<file path="src/rtl/frame_feeder_pkg.sv">
`default_nettype none
// +----------------------------------------------------------------------+
// | frame_feeder_pkg : shared FSM state and FIFO entry types             |
// | Rev 1.0                                                              |
// +----------------------------------------------------------------------+
package frame_feeder_pkg;

  // Entry struct is sized for the widest supported sample; narrower
  // instances store only DATA_WIDTH+1 bits in the FIFO itself.
  localparam int unsigned FF_MAX_DATA_WIDTH = 64;

  typedef enum logic [1:0] {
    ST_CLEAR   = 2'd0,
    ST_STREAM  = 2'd1,
    ST_CAPTURE = 2'd2,
    ST_REPORT  = 2'd3
  } ff_state_t;

  typedef struct packed {
    logic                         last;
    logic [FF_MAX_DATA_WIDTH-1:0] data;
  } ff_entry_t;

endpackage : frame_feeder_pkg
`default_nettype wire

</file>
<file path="src/rtl/frame_fifo.sv">
`default_nettype none
// +----------------------------------------------------------------------+
// | frame_fifo : small synchronous FIFO with occupancy-derived flags     |
// | Rev 1.0                                                              |
// +----------------------------------------------------------------------+
module frame_fifo #(
  parameter int WIDTH = 33,
  parameter int DEPTH = 4
) (
  input  logic             clk,
  input  logic             rst_n,
  input  logic             i_push,
  input  logic [WIDTH-1:0] i_din,
  input  logic             i_pop,
  output logic             o_full,
  output logic             o_empty,
  output logic [WIDTH-1:0] o_head
);

  localparam int            c_ADDR_W = $clog2(DEPTH);
  localparam logic [c_ADDR_W:0] c_DEPTH = (c_ADDR_W+1)'(DEPTH);

  logic [WIDTH-1:0]    r_mem [DEPTH];
  logic [c_ADDR_W-1:0] r_wr_ptr;
  logic [c_ADDR_W-1:0] r_rd_ptr;
  logic [c_ADDR_W:0]   r_count;

  logic w_push;
  logic w_pop;

  assign o_full  = (r_count == c_DEPTH);
  assign o_empty = (r_count == '0);
  assign o_head  = r_mem[r_rd_ptr];

  assign w_push = i_push & ~o_full;
  assign w_pop  = i_pop  & ~o_empty;

  // Pointers wrap naturally because DEPTH is a power of two.
  always_ff @(posedge clk or negedge rst_n) begin
    if (!rst_n) begin
      r_wr_ptr <= '0;
      r_rd_ptr <= '0;
      r_count  <= '0;
    end else begin
      if (w_push) r_wr_ptr <= r_wr_ptr + c_ADDR_W'(1);
      if (w_pop)  r_rd_ptr <= r_rd_ptr + c_ADDR_W'(1);
      case ({w_push, w_pop})
        2'b10:   r_count <= r_count + (c_ADDR_W+1)'(1);
        2'b01:   r_count <= r_count - (c_ADDR_W+1)'(1);
        default: r_count <= r_count;
      endcase
    end
  end

  always_ff @(posedge clk) begin
    if (w_push) r_mem[r_wr_ptr] <= i_din;
  end

endmodule : frame_fifo
`default_nettype wire

</file>
<file path="src/rtl/frame_feeder.sv">
`default_nettype none
// +----------------------------------------------------------------------+
// | frame_feeder : buffers a sample stream into a second-largest tracker |
// | and reports the per-frame result with its sample count. Rev 1.0     |
// +----------------------------------------------------------------------+
module frame_feeder
  import frame_feeder_pkg::*;
#(
  parameter int DATA_WIDTH  = 32,
  parameter int FIFO_DEPTH  = 4,
  parameter int COUNT_WIDTH = 16
) (
  input  logic                   clk,
  input  logic                   resetn,
  input  logic                   s_valid,
  output logic                   s_ready,
  input  logic [DATA_WIDTH-1:0]  s_data,
  input  logic                   s_last,
  output logic [DATA_WIDTH-1:0]  trk_din,
  output logic                   trk_resetn,
  input  logic [DATA_WIDTH-1:0]  trk_dout,
  output logic                   m_valid,
  input  logic                   m_ready,
  output logic [DATA_WIDTH-1:0]  m_data,
  output logic [COUNT_WIDTH-1:0] m_count
);

  ff_state_t r_state;
  ff_state_t w_state_nxt;

  logic [DATA_WIDTH-1:0]  r_m_data;
  logic [COUNT_WIDTH-1:0] r_m_count;

  ff_entry_t             w_push_ent;
  ff_entry_t             w_head_ent;
  logic [DATA_WIDTH:0]   w_fifo_din;
  logic [DATA_WIDTH:0]   w_fifo_head;
  logic                  w_fifo_full;
  logic                  w_fifo_empty;
  logic                  w_push;

  logic                  w_pop;
  logic [DATA_WIDTH-1:0] w_trk_din;
  logic                  w_trk_resetn;
  logic                  w_m_valid;
  logic                  w_cnt_clr;
  logic                  w_capture;

  // Gating with resetn keeps s_ready low for the whole reset interval.
  assign s_ready = resetn & ~w_fifo_full;
  assign w_push  = s_valid & s_ready;

  assign w_push_ent.last = s_last;
  assign w_push_ent.data = FF_MAX_DATA_WIDTH'(s_data);
  assign w_fifo_din      = {w_push_ent.last, DATA_WIDTH'(w_push_ent.data)};

  assign w_head_ent.last = w_fifo_head[DATA_WIDTH];
  assign w_head_ent.data = FF_MAX_DATA_WIDTH'(w_fifo_head[DATA_WIDTH-1:0]);

  frame_fifo #(
    .WIDTH (DATA_WIDTH + 1),
    .DEPTH (FIFO_DEPTH)
  ) u_fifo (
    .clk     (clk),
    .rst_n   (resetn),
    .i_push  (w_push),
    .i_din   (w_fifo_din),
    .i_pop   (w_pop),
    .o_full  (w_fifo_full),
    .o_empty (w_fifo_empty),
    .o_head  (w_fifo_head)
  );

  always_ff @(posedge clk or negedge resetn) begin
    if (!resetn) r_state <= ST_CLEAR;
    else         r_state <= w_state_nxt;
  end

  always_comb begin
    w_state_nxt = r_state;
    case (r_state)
      ST_CLEAR:   w_state_nxt = ST_STREAM;
      ST_STREAM:  if (!w_fifo_empty && w_head_ent.last) w_state_nxt = ST_CAPTURE;
      ST_CAPTURE: w_state_nxt = ST_REPORT;
      ST_REPORT:  if (m_ready) w_state_nxt = ST_CLEAR;
      default:    w_state_nxt = ST_CLEAR;
    endcase
  end

  // Idle cycles feed zero, which never displaces a tracked value.
  always_comb begin
    w_pop        = 1'b0;
    w_trk_din    = '0;
    w_trk_resetn = 1'b1;
    w_m_valid    = 1'b0;
    w_cnt_clr    = 1'b0;
    w_capture    = 1'b0;
    case (r_state)
      ST_CLEAR: begin
        w_trk_resetn = 1'b0;
        w_cnt_clr    = 1'b1;
      end
      ST_STREAM: begin
        if (!w_fifo_empty) begin
          w_pop     = 1'b1;
          w_trk_din = DATA_WIDTH'(w_head_ent.data);
        end
      end
      ST_CAPTURE: w_capture = 1'b1;
      ST_REPORT:  w_m_valid = 1'b1;
      default:    w_trk_resetn = 1'b0;
    endcase
  end

  always_ff @(posedge clk or negedge resetn) begin
    if (!resetn) begin
      r_m_count <= '0;
    end else if (w_cnt_clr) begin
      r_m_count <= '0;
    end else if (w_pop && (r_m_count != '1)) begin
      r_m_count <= r_m_count + COUNT_WIDTH'(1);
    end
  end

  always_ff @(posedge clk or negedge resetn) begin
    if (!resetn)        r_m_data <= '0;
    else if (w_capture) r_m_data <= trk_dout;
  end

  assign trk_din    = w_trk_din;
  assign trk_resetn = w_trk_resetn;
  assign m_valid    = w_m_valid;
  assign m_data     = r_m_data;
  assign m_count    = r_m_count;

endmodule : frame_feeder
`default_nettype wire

</file>
<file path="config.mk">
export PLATFORM = sky130hd
export DESIGN_NAME = frame_feeder
export DESIGN_NICKNAME = d
export VERILOG_FILES = /design/src/rtl/frame_feeder_pkg.sv /design/src/rtl/frame_fifo.sv /design/src/rtl/frame_feeder.sv
export SDC_FILE = /design/constraint.sdc
export NUM_CORES = 1
export LEC_CHECK = 0
export BUFFER_PORTS_ARGS = -buffer_cell sky130_fd_sc_hd__buf_2
export CAP_MARGIN = 25
export CORE_ASPECT_RATIO = 0.9
export CORE_MARGIN = 3
export CORE_UTILIZATION = 30
export CTS_BUF_LIST = sky130_fd_sc_hd__clkbuf_8
export CTS_CLUSTER_SIZE = 40
export DETAILED_ROUTE_END_ITERATION = 6
export HOLD_SLACK_MARGIN = 0.12
export SETUP_SLACK_MARGIN = 0.4
export SYNTH_ARGS = -nofsm -noshare
export SYNTH_HDL_FRONTEND = slang
export SYNTH_HIERARCHICAL = 1
export SYNTH_SLANG_ARGS = --single-unit
</file>
<file path="constraint.sdc">
create_clock -name clk -period 3 [get_ports clk]
set_input_delay 0.3 -clock clk [delete_from_list [all_inputs] [get_ports clk]]
set_output_delay 0.3 -clock clk [all_outputs]
set_load 0.02 [all_outputs]
</file>
== After elaboration in Yosys (flattened, before gate mapping) ==
Memories as Yosys holds them, arrays and structs flattened.
Cells that the tools add are included.
Operators by class
  add/sub/neg operators: 5
  multipliers: 0
  div/mod/pow operators: 0
  $lt $le $gt $ge: 0
  equal/unequal tests: 9
  shift operators: 0
  muxes and demuxes: 16
  bitwise gates (word level): 6
  reduce and logical (&&, ||, !) cells: 8
Operator list (count)
  32-bit two-way mux: 2
  16-bit two-way mux: 2
  16-bit by 1-bit adder with 16-bit output (second input constant): 1
  16-bit != test (second input constant): 1
  1-bit two-way mux: 8
  2-bit one-hot mux with 4 select lines: 1
  2-bit equality test (second input constant): 3
  3-bit one-hot mux with 2 select lines: 1
  2-bit by 1-bit adder with 2-bit output (second input constant): 2
  1-bit bitwise AND: 4
  2-bit by 1-bit equality test with 1-bit output (second input constant): 2
  2-bit two-way mux: 2
  2-bit != test (second input constant): 2
  2-bit nonzero test: 2
  3-bit by 1-bit adder with 3-bit output (second input constant): 1
  3-bit equality test (second input constant): 1
  3-bit zero test: 1
  3-bit by 1-bit subtractor with 3-bit output (second input constant): 1
  1-bit logical AND: 2
  2-bit zero test: 1
  1-bit NOT: 2
  2-bit AND reduction: 1
  1-bit zero test: 1
Storage, ports and cells
  flip-flop bits (word level): 57
  latch bits: 0
  RAM bits: 132
  ROM bits: 0
  bits of input ports: 69
  output and inout bits: 83
  logic and storage cells: 51
  memories: 1
Memories
  u_fifo.r_mem: words 4, bits a word 33, read ports 1, clocked after Yosys merged registers in 0, wr ports 1, line frame_fifo.sv:23  | logic [WIDTH-1:0] r_mem [DEPTH];

== Logic depth before layout (Yosys ltp) ==
Gate-level depths: netlist of the first run.
  depth after elaboration: 7
  depth in mapped cells: 14

== Cells and area by module ==
Netlist of the first run, hierarchy kept.
Modules (own cells, without submodules)
  frame_fifo: instances 1, cells an instance 210, area an instance 5238.8 um^2, seq. area each 4139.0 um^2
  frame_feeder: instances 1, cells an instance 218, area an instance 2498.6 um^2, seq. area each 1251.2 um^2

== Worst setup path before layout of the first run ==
No wires, ideal clock.
  path kind: flip-flop to flip-flop
  start: register u_fifo.r_count[2]
  end: memory u_fifo.r_mem[0][0] (enable)
  library setup time: 0.393 ns
  data arrival time: 2.168 ns
  data required time: 2.607 ns
  setup slack: 0.439 ns
  cell stages (with the launch flop): 6
  buffers on the path: 0
  clock period less this slack: 2.561 ns
  path through: dfrtp_1 -> nor3b_2 -> nor2b_1 -> and2_1 -> nor2b_2 -> and2_1
Between the ends
  word-level cells in the longest chain between the ends: 7
Ends and longest elaborated chain
  start, declared: line frame_fifo.sv:26  | logic [c_ADDR_W:0] r_count;
  start signal, assigned: line frame_fifo.sv:48  | 2'b10: r_count <= r_count + (c_ADDR_W+1)'(1);
  start signal, assigned: line frame_fifo.sv:49  | 2'b01: r_count <= r_count - (c_ADDR_W+1)'(1);
  start signal, assigned: line frame_fifo.sv:50  | default: r_count <= r_count;
  3-bit equality test: line frame_fifo.sv:31  | assign o_full = (r_count == c_DEPTH);
  via w_fifo_full: line frame_feeder.sv:38  | logic w_fifo_full;
  1-bit NOT: line frame_feeder.sv:50  | assign s_ready = resetn & ~w_fifo_full;
  1-bit bitwise AND: line frame_feeder.sv:50
  via s_ready: line frame_feeder.sv:16  | output logic s_ready,
  1-bit bitwise AND: line frame_feeder.sv:51  | assign w_push = s_valid & s_ready;
  via w_push: line frame_feeder.sv:40  | logic w_push;
  1-bit bitwise AND: line frame_fifo.sv:35  | assign w_push = i_push & ~o_full;
  1-bit two-way mux: line frame_fifo.sv:56  | if (w_push) r_mem[r_wr_ptr] <= i_din;
  1-bit two-way mux (implied by the code): line frame_fifo.sv:56
  end, declared: line frame_fifo.sv:23
The timed path passes the listed nets, and every way through them passes these cells.

== Worst setup path after layout of the first run ==
  start: register u_fifo.r_rd_ptr[1]
  end: output port trk_din[30]
Between the ends
  word-level cells in the longest chain between the ends: 3
Ends and longest elaborated chain
  start, declared: line frame_fifo.sv:25  | logic [c_ADDR_W-1:0] r_rd_ptr;
  start signal, assigned: line frame_fifo.sv:46  | if (w_pop) r_rd_ptr <= r_rd_ptr + c_ADDR_W'(1);
  memory read 4 x 33 bit
  via w_fifo_head[30]: line frame_feeder.sv:37  | logic [DATA_WIDTH:0] w_fifo_head;
  32-bit two-way mux: line frame_feeder.sv:104  | if (!w_fifo_empty) begin
  32-bit two-way mux: line frame_feeder.sv:98  | case (r_state)
  end, declared: line frame_feeder.sv:19  | output logic [DATA_WIDTH-1:0] trk_din,
The timed path passes the listed nets, and every way through them passes these cells.

==> impl_metrics.env, run 1 <==
export IMPL_fmax_mhz=407.4
export IMPL_synth_top_area_share_pct=51.23
export IMPL_cap_violations=0
export IMPL_yosys_top_cells_area="edfxtp_1 51%, dfrtp_1 18%, mux4_2 8.2%, mux2_2 4.8%, and2_1 3.0%"
export IMPL_grt_total_usage_pct=12.55
export IMPL_clock_root_buffer="clkbuf_8"
export IMPL_min_period_over_period_pct=81.82
export IMPL_status="completed"
export IMPL_hold_class="input port to flop"
export IMPL_drive_gt1_share_pct=40.24
export IMPL_detail_route_vias_per_cell=4.504
export IMPL_worst_pin_slew_ns=0.9520
export IMPL_vdd_drop_max_uv=354.1
export IMPL_netlist_instances=428
export IMPL_row_count=55
export IMPL_rsz0062_at_grt="false"
export IMPL_cts_tree="built"
export IMPL_first_iter_violations=198
export IMPL_power_mw=8.441
export IMPL_drc=0
export IMPL_antenna_found_initial=1
export IMPL_numPortBuffers=151
export IMPL_avgSynthCellArea_um2=18.08
export IMPL_ys_flop_type="edfxtp_1"
export IMPL_grt_max_degree=58
export IMPL_dp_hpwl_mm=11.04
export IMPL_fin_crit_ns=2.455
export IMPL_gr_total_overflow=0
export IMPL_core_um2=25260
export IMPL_arrival_ns=2.15
export IMPL_postRouteAntennaNets=0
export IMPL_routed_wl_mm=17.14
export IMPL_syn_num_nets=509
export IMPL_setup_ws_ns=0.5455
export IMPL_slew_viol_final=0
export IMPL_yosysSeqAreaShare_pct=69.66
export IMPL_placed_cells=910
export IMPL_fin_cells=1009
export IMPL_nets=734
export IMPL_critPathLaunchType="flop"
export IMPL_setup_tns_ns=0
export IMPL_async_flop_share_pct=30.16
export IMPL_ys_seq_elements=189
export IMPL_die_w_um=175.3
export IMPL_criticalPathCategory="flop to output pin"
export IMPL_slew_headroom_pct=36.53
export IMPL_synth_cell_types=48
export IMPL_grt_pass1_vias=4901
export IMPL_timing_hold_ws_ns=0.3304
export IMPL_finalClockSkew_ns=0.02277
export IMPL_post_place_ws_ns=0.5614
export IMPL_ios=152
export IMPL_drt_pass1_iter_count=4
export IMPL_clk_latency_ns=0.47
export IMPL_synth_edff_count=132
export IMPL_clock_path_buffers=2
export IMPL_routedWlPerCell_um=16.99
export IMPL_required_ns=2.70
export IMPL_yosys_area_top_type="edfxtp_1"
export IMPL_grt_pass1_wl_mm=27.05
export IMPL_fin_util_pct=39.40
export IMPL_placed_cell_area_um2=8856
export IMPL_die_h_um=158.4
export IMPL_clkTransAtPathRegs_ns=0.10
export IMPL_die_area_um2=27760
export IMPL_hold_viol=0
export IMPL_htree_levels=4
export IMPL_setup_viol=0
export IMPL_initial_core_util_pct=30.64
export IMPL_p_per_area_nw_per_um2=848.4
export IMPL_vias=4545
export IMPL_syn_area_um2=7737
export IMPL_area_growth_pct=28.59
export IMPL_yosysWarningCount=6
export IMPL_numClockSinks=189
export IMPL_gp_congestion=0.7824
export IMPL_numCtsBuffers=17
export IMPL_cp_max_fo=20
export IMPL_endpoint_kind="output pin"
export IMPL_fin_area_um2=9950
export IMPL_p_leak_nw=3.912
-- cells in the mapped netlist, types with 3 or more instances --
cell / count
a211oi_1: 4
a21oi_1: 9
and2_1: 37
and3_1: 4
buf_12: 3
buf_2: 5
clkbuf_1: 8
dfrtp_1: 57
edfxtp_1: 132
ha_1: 11
inv_1: 10
mux2_2: 33
mux4_1: 5
mux4_2: 28
nand2_1: 6
nand3_1: 7
nand4_1: 4
nor2_1: 5
nor2b_1: 4
o21ai_0: 7
or3_1: 5
xnor2_1: 3
xor2_1: 3
-- layout make-up --
class / count / area (um^2)
timing repair buffer: 226 / 1500
clock inverter: 15 / 190.2
sequential: 189 / 5393
fill: 2349 / 15310
antenna: 1 / 2.502
inverter: 11 / 41.29
clock buffer: 17 / 234.0
tap: 342 / 427.9
multi-input combinational: 208 / 2161
-- critical path: stages, from the launching register on --
cell,delay (ns)
dfrtp_2,0.73
buf_4,0.32
mux4_2,0.34
and2_1,0.16
buf_2,0.15
-- path summary, 6_finish.rpt --
path	start	end	slack, ns	cells past startpoint
worst max-delay path	u_fifo/r_rd_ptr[1]$_DFFE_PN0P_	trk_din[30]	0.55	4
worst min-delay path	m_ready	r_state[1]$_DFFE_PN0P_	0.33	5
worst max register to register	u_fifo/r_count[2]$_DFFE_PN0P_	u_fifo/r_mem[1][3]$_DFFE_PP_	0.60	5
worst min register to register	m_data[5]$_DFFE_PN0P_	m_data[5]$_DFFE_PN0P_	0.51	1
max in group asynchronous	resetn	u_fifo/r_rd_ptr[0]$_DFFE_PN0P_	1.91	3
min in group asynchronous	resetn	m_count[3]$_DFFE_PN0P_	0.56	3
-- cells by family (layout without fill, tap and decap cells) --
kind of cell / count (synthesis) / in the layout / synth area share [%]
DFF: 189 / 189 / 69.66
and+or+nand+nor: 89 / 89 / 7.406
other: 0 / 1 / 0
buffers and inverters: 31 / 269 / 2.506
muxes: 70 / 70 / 15.20
xor gates and xnor gates: 6 / 6 / 0.6793
AOI/OAI and AO/OA: 31 / 31 / 2.506
adders and majority gates: 12 / 12 / 2.038
-- state kept, by name, summed over array words and instances, names as in the netlist --
| register | count |
|---|---|
| u_fifo/r_mem | 132 |
| m_data | 32 |
| m_count | 16 |
| u_fifo/r_count | 3 |
| r_state | 2 |
| u_fifo/r_rd_ptr | 2 |
| u_fifo/r_wr_ptr | 2 |
-- placed cells by master, fill, tap and decap left out, types with 3 or more instances in the layout --
cell and n:
mux4_2 28, edfxtp_1 132, dfrtp_1 55, ha_1 11, nor2b_1 4, inv_8 3
nor2_1 5, nand4_1 4, mux2_2 33, nand3_1 7, dlygate4sd3_1 66, clkinv_8 6
o21ai_0 7, nand2_1 6, inv_1 10, and2_1 33, xnor2_1 3, a21oi_1 9
a211oi_1 4, clkbuf_8 17, or3_1 5, mux4_1 5, xor2_1 3, buf_4 7
and2_2 4, and3_1 4, buf_2 151, clkinv_4 3
-- routing by layer --
metal / share of wire [%] / track usage (%) / up-vias
li1: - / - / 2104
met1: 44 / 15.97 / 2275
met2: 48 / 20.95 / 153
met3: 7.4 / 4.292 / 13
met4: 0.88 / 2.848 / 0
met5: 0 / 0 / -
-- where the power goes --
group          internal [mW]  switching [mW]
combinational           1.40            1.73
sequential              3.31           0.285
clock                  0.647            1.06
total                   5.36            3.08
-- what timing repair did --
item / 4_1_cts / 5_1_grt
resized for setup: 1 / 1
setup endpoints to repair: 13 / 33
setup buffers: 0 / 0
hold buffers: 66 / 0
hold endpoints to repair: 221 / 0
Power figures use the tool's default switching activity.
==> inputs of run 2 (changes only) <==
Clock period 3 ns to 2.5 ns, I/O delays scaled along.
==> impl_metrics.env, run 2 (synthesis gave the netlist of run 1 again) <==
export IMPL_arrival_ns=2.00
export IMPL_clock_root_buffer="clkbuf_8"
export IMPL_grt_pass1_wl_mm=26.80
export IMPL_post_place_ws_ns=0.2329
export IMPL_top_register="u_fifo/r_mem"
export IMPL_fmax_mhz=444.1
export IMPL_grt_total_usage_pct=12.54
export IMPL_numClockSinks=189
export IMPL_worst_r2r_path_depth=11
export IMPL_vias=4732
export IMPL_status="completed"
export IMPL_dp_hpwl_mm=10.81
export IMPL_gp_congestion=0.7685
export IMPL_die_area_um2=27760
export IMPL_routedWlPerCell_um=17.92
export IMPL_setup_ws_ns=0.2481
export IMPL_clk_latency_ns=0.47
export IMPL_required_ns=2.25
export IMPL_cts_tree="built"
export IMPL_vdd_drop_max_uv=447.7
export IMPL_clock_path_buffers=2
export IMPL_initial_core_util_pct=30.64
export IMPL_min_path_cells=4
export IMPL_criticalPathCategory="flop to output pin"
export IMPL_fin_crit_ns=2.252
export IMPL_hold_end="r_state[1]$_DFFE_PN0P_"
export IMPL_row_count=55
export IMPL_grt_max_degree=58
export IMPL_slew_viol_final=0
export IMPL_fin_area_um2=10610
export IMPL_drt_pass1_iter_count=4
export IMPL_ios=152
export IMPL_clkTransAtPathRegs_ns=0.10
export IMPL_routed_wl_mm=18.58
export IMPL_postRouteAntennaNets=0
export IMPL_drc=0
export IMPL_largest_reg_flops=132
export IMPL_rsz0062_at_grt="true"
export IMPL_nets=763
export IMPL_die_h_um=158.4
export IMPL_rr_endpoint="u_fifo/r_count[2]$_DFFE_PN0P_"
export IMPL_grt_pass1_vias=4917
export IMPL_hold_viol=0
export IMPL_area_growth_pct=37.10
export IMPL_layout_common_cells="132 x edfxtp_1, 123 x buf_2, 66 x dlygate4sd3_1"
export IMPL_min_period_over_period_pct=90.07
export IMPL_critPathLaunchType="flop"
export IMPL_cap_violations=0
export IMPL_hold_class="input port to flop"
export IMPL_endpoint_kind="output pin"
export IMPL_setup_viol=0
export IMPL_rrSetupSlack_ns=0.37
export IMPL_htree_levels=4
export IMPL_cp_max_fo=8
export IMPL_slew_headroom_pct=50.27
export IMPL_numPortBuffers=151
export IMPL_drive_gt1_share_pct=48.78
export IMPL_setup_tns_ns=0
export IMPL_placed_cell_area_um2=8896
export IMPL_detail_route_vias_per_cell=4.563
export IMPL_min_from="m_ready"
export IMPL_worst_pin_slew_ns=0.7460
export IMPL_numCtsBuffers=17
export IMPL_timing_hold_ws_ns=0.3035
export IMPL_core_um2=25260
export IMPL_antenna_found_initial=0
export IMPL_die_w_um=175.3
export IMPL_first_iter_violations=183
export IMPL_rr_startpoint="u_fifo/r_count[0]$_DFFE_PN0P_"
export IMPL_p_leak_nw=4.168
export IMPL_final_common_cell="edfxtp_1"
export IMPL_gr_total_overflow=0
export IMPL_antenna_cells=0
export IMPL_finalClockSkew_ns=0.02080
export IMPL_p_per_area_nw_per_um2=1080
[run 2: area by class of cell]
type / instances / area, um^2
fillers: 2278 / 14650
flip-flops and latches: 189 / 5401
multi-input cells: 212 / 2311
repair buffers: 251 / 1967
well taps: 342 / 427.9
clock buffers: 17 / 234.0
clock inverters: 15 / 222.7
inverters: 11 / 43.79
[run 2: stage by stage]
step                util [%]  power [mW]  std cells
floorplan                  -       7.069        428
global placement       35.22       8.072        910
detailed placement     35.22       8.226        910
CTS                    40.30       10.81       1022
global route           42.00       12.12       1037
finish                 42.00       11.45       1037
[run 2: metal layers]
metal	GRT usage (%)	share of wire (%)	wire [um]
met1	14.93	43	8033
met2	21.86	49	9068
met3	4.340	7.3	1358
met4	3.342	0.63	117
met5	0	0	0
[run 2: worst max-delay path, cell delays in order, from the launching register on]
cell     delay (ns)
dfrtp_4        0.46
buf_12         0.13
buf_12         0.14
mux4_2         0.52
and2_4         0.16
buf_6          0.12
[run 2: worst max-delay path by stage]
stage / cells after the start / start / end
detailed placement: 11 / u_fifo/r_count[0]$_DFFE_PN0P_ / u_fifo/r_count[2]$_DFFE_PN0P_
floorplan: 14 / r_state[1]$_DFFE_PN0P_ / u_fifo/r_count[2]$_DFFE_PN0P_
global placement: 11 / u_fifo/r_count[0]$_DFFE_PN0P_ / u_fifo/r_count[2]$_DFFE_PN0P_
finish: 5 / u_fifo/r_rd_ptr[0]$_DFFE_PN0P_ / trk_din[11]
global route: 5 / u_fifo/r_rd_ptr[0]$_DFFE_PN0P_ / trk_din[11]
CTS: 4 / u_fifo/r_rd_ptr[0]$_DFFE_PN0P_ / trk_din[28]
[run 2: repair_timing]
item                                    CTS  global route
setup buffers                            14            10
gates cloned                              0             5
endpoints found under the hold margin   221             0
pin swaps                                 4             8
hold buffers                             66             0
resized for setup                        11           105
endpoints found under the setup margin   71           167
[run 2: power breakdown]
| group | switching, mW | internal, mW | total, mW |
|---|---|---|---|
| sequential | 0.329 | 3.99 | 4.32 |
| combinational | 2.43 | 2.51 | 4.94 |
| clock | 1.30 | 0.895 | 2.20 |
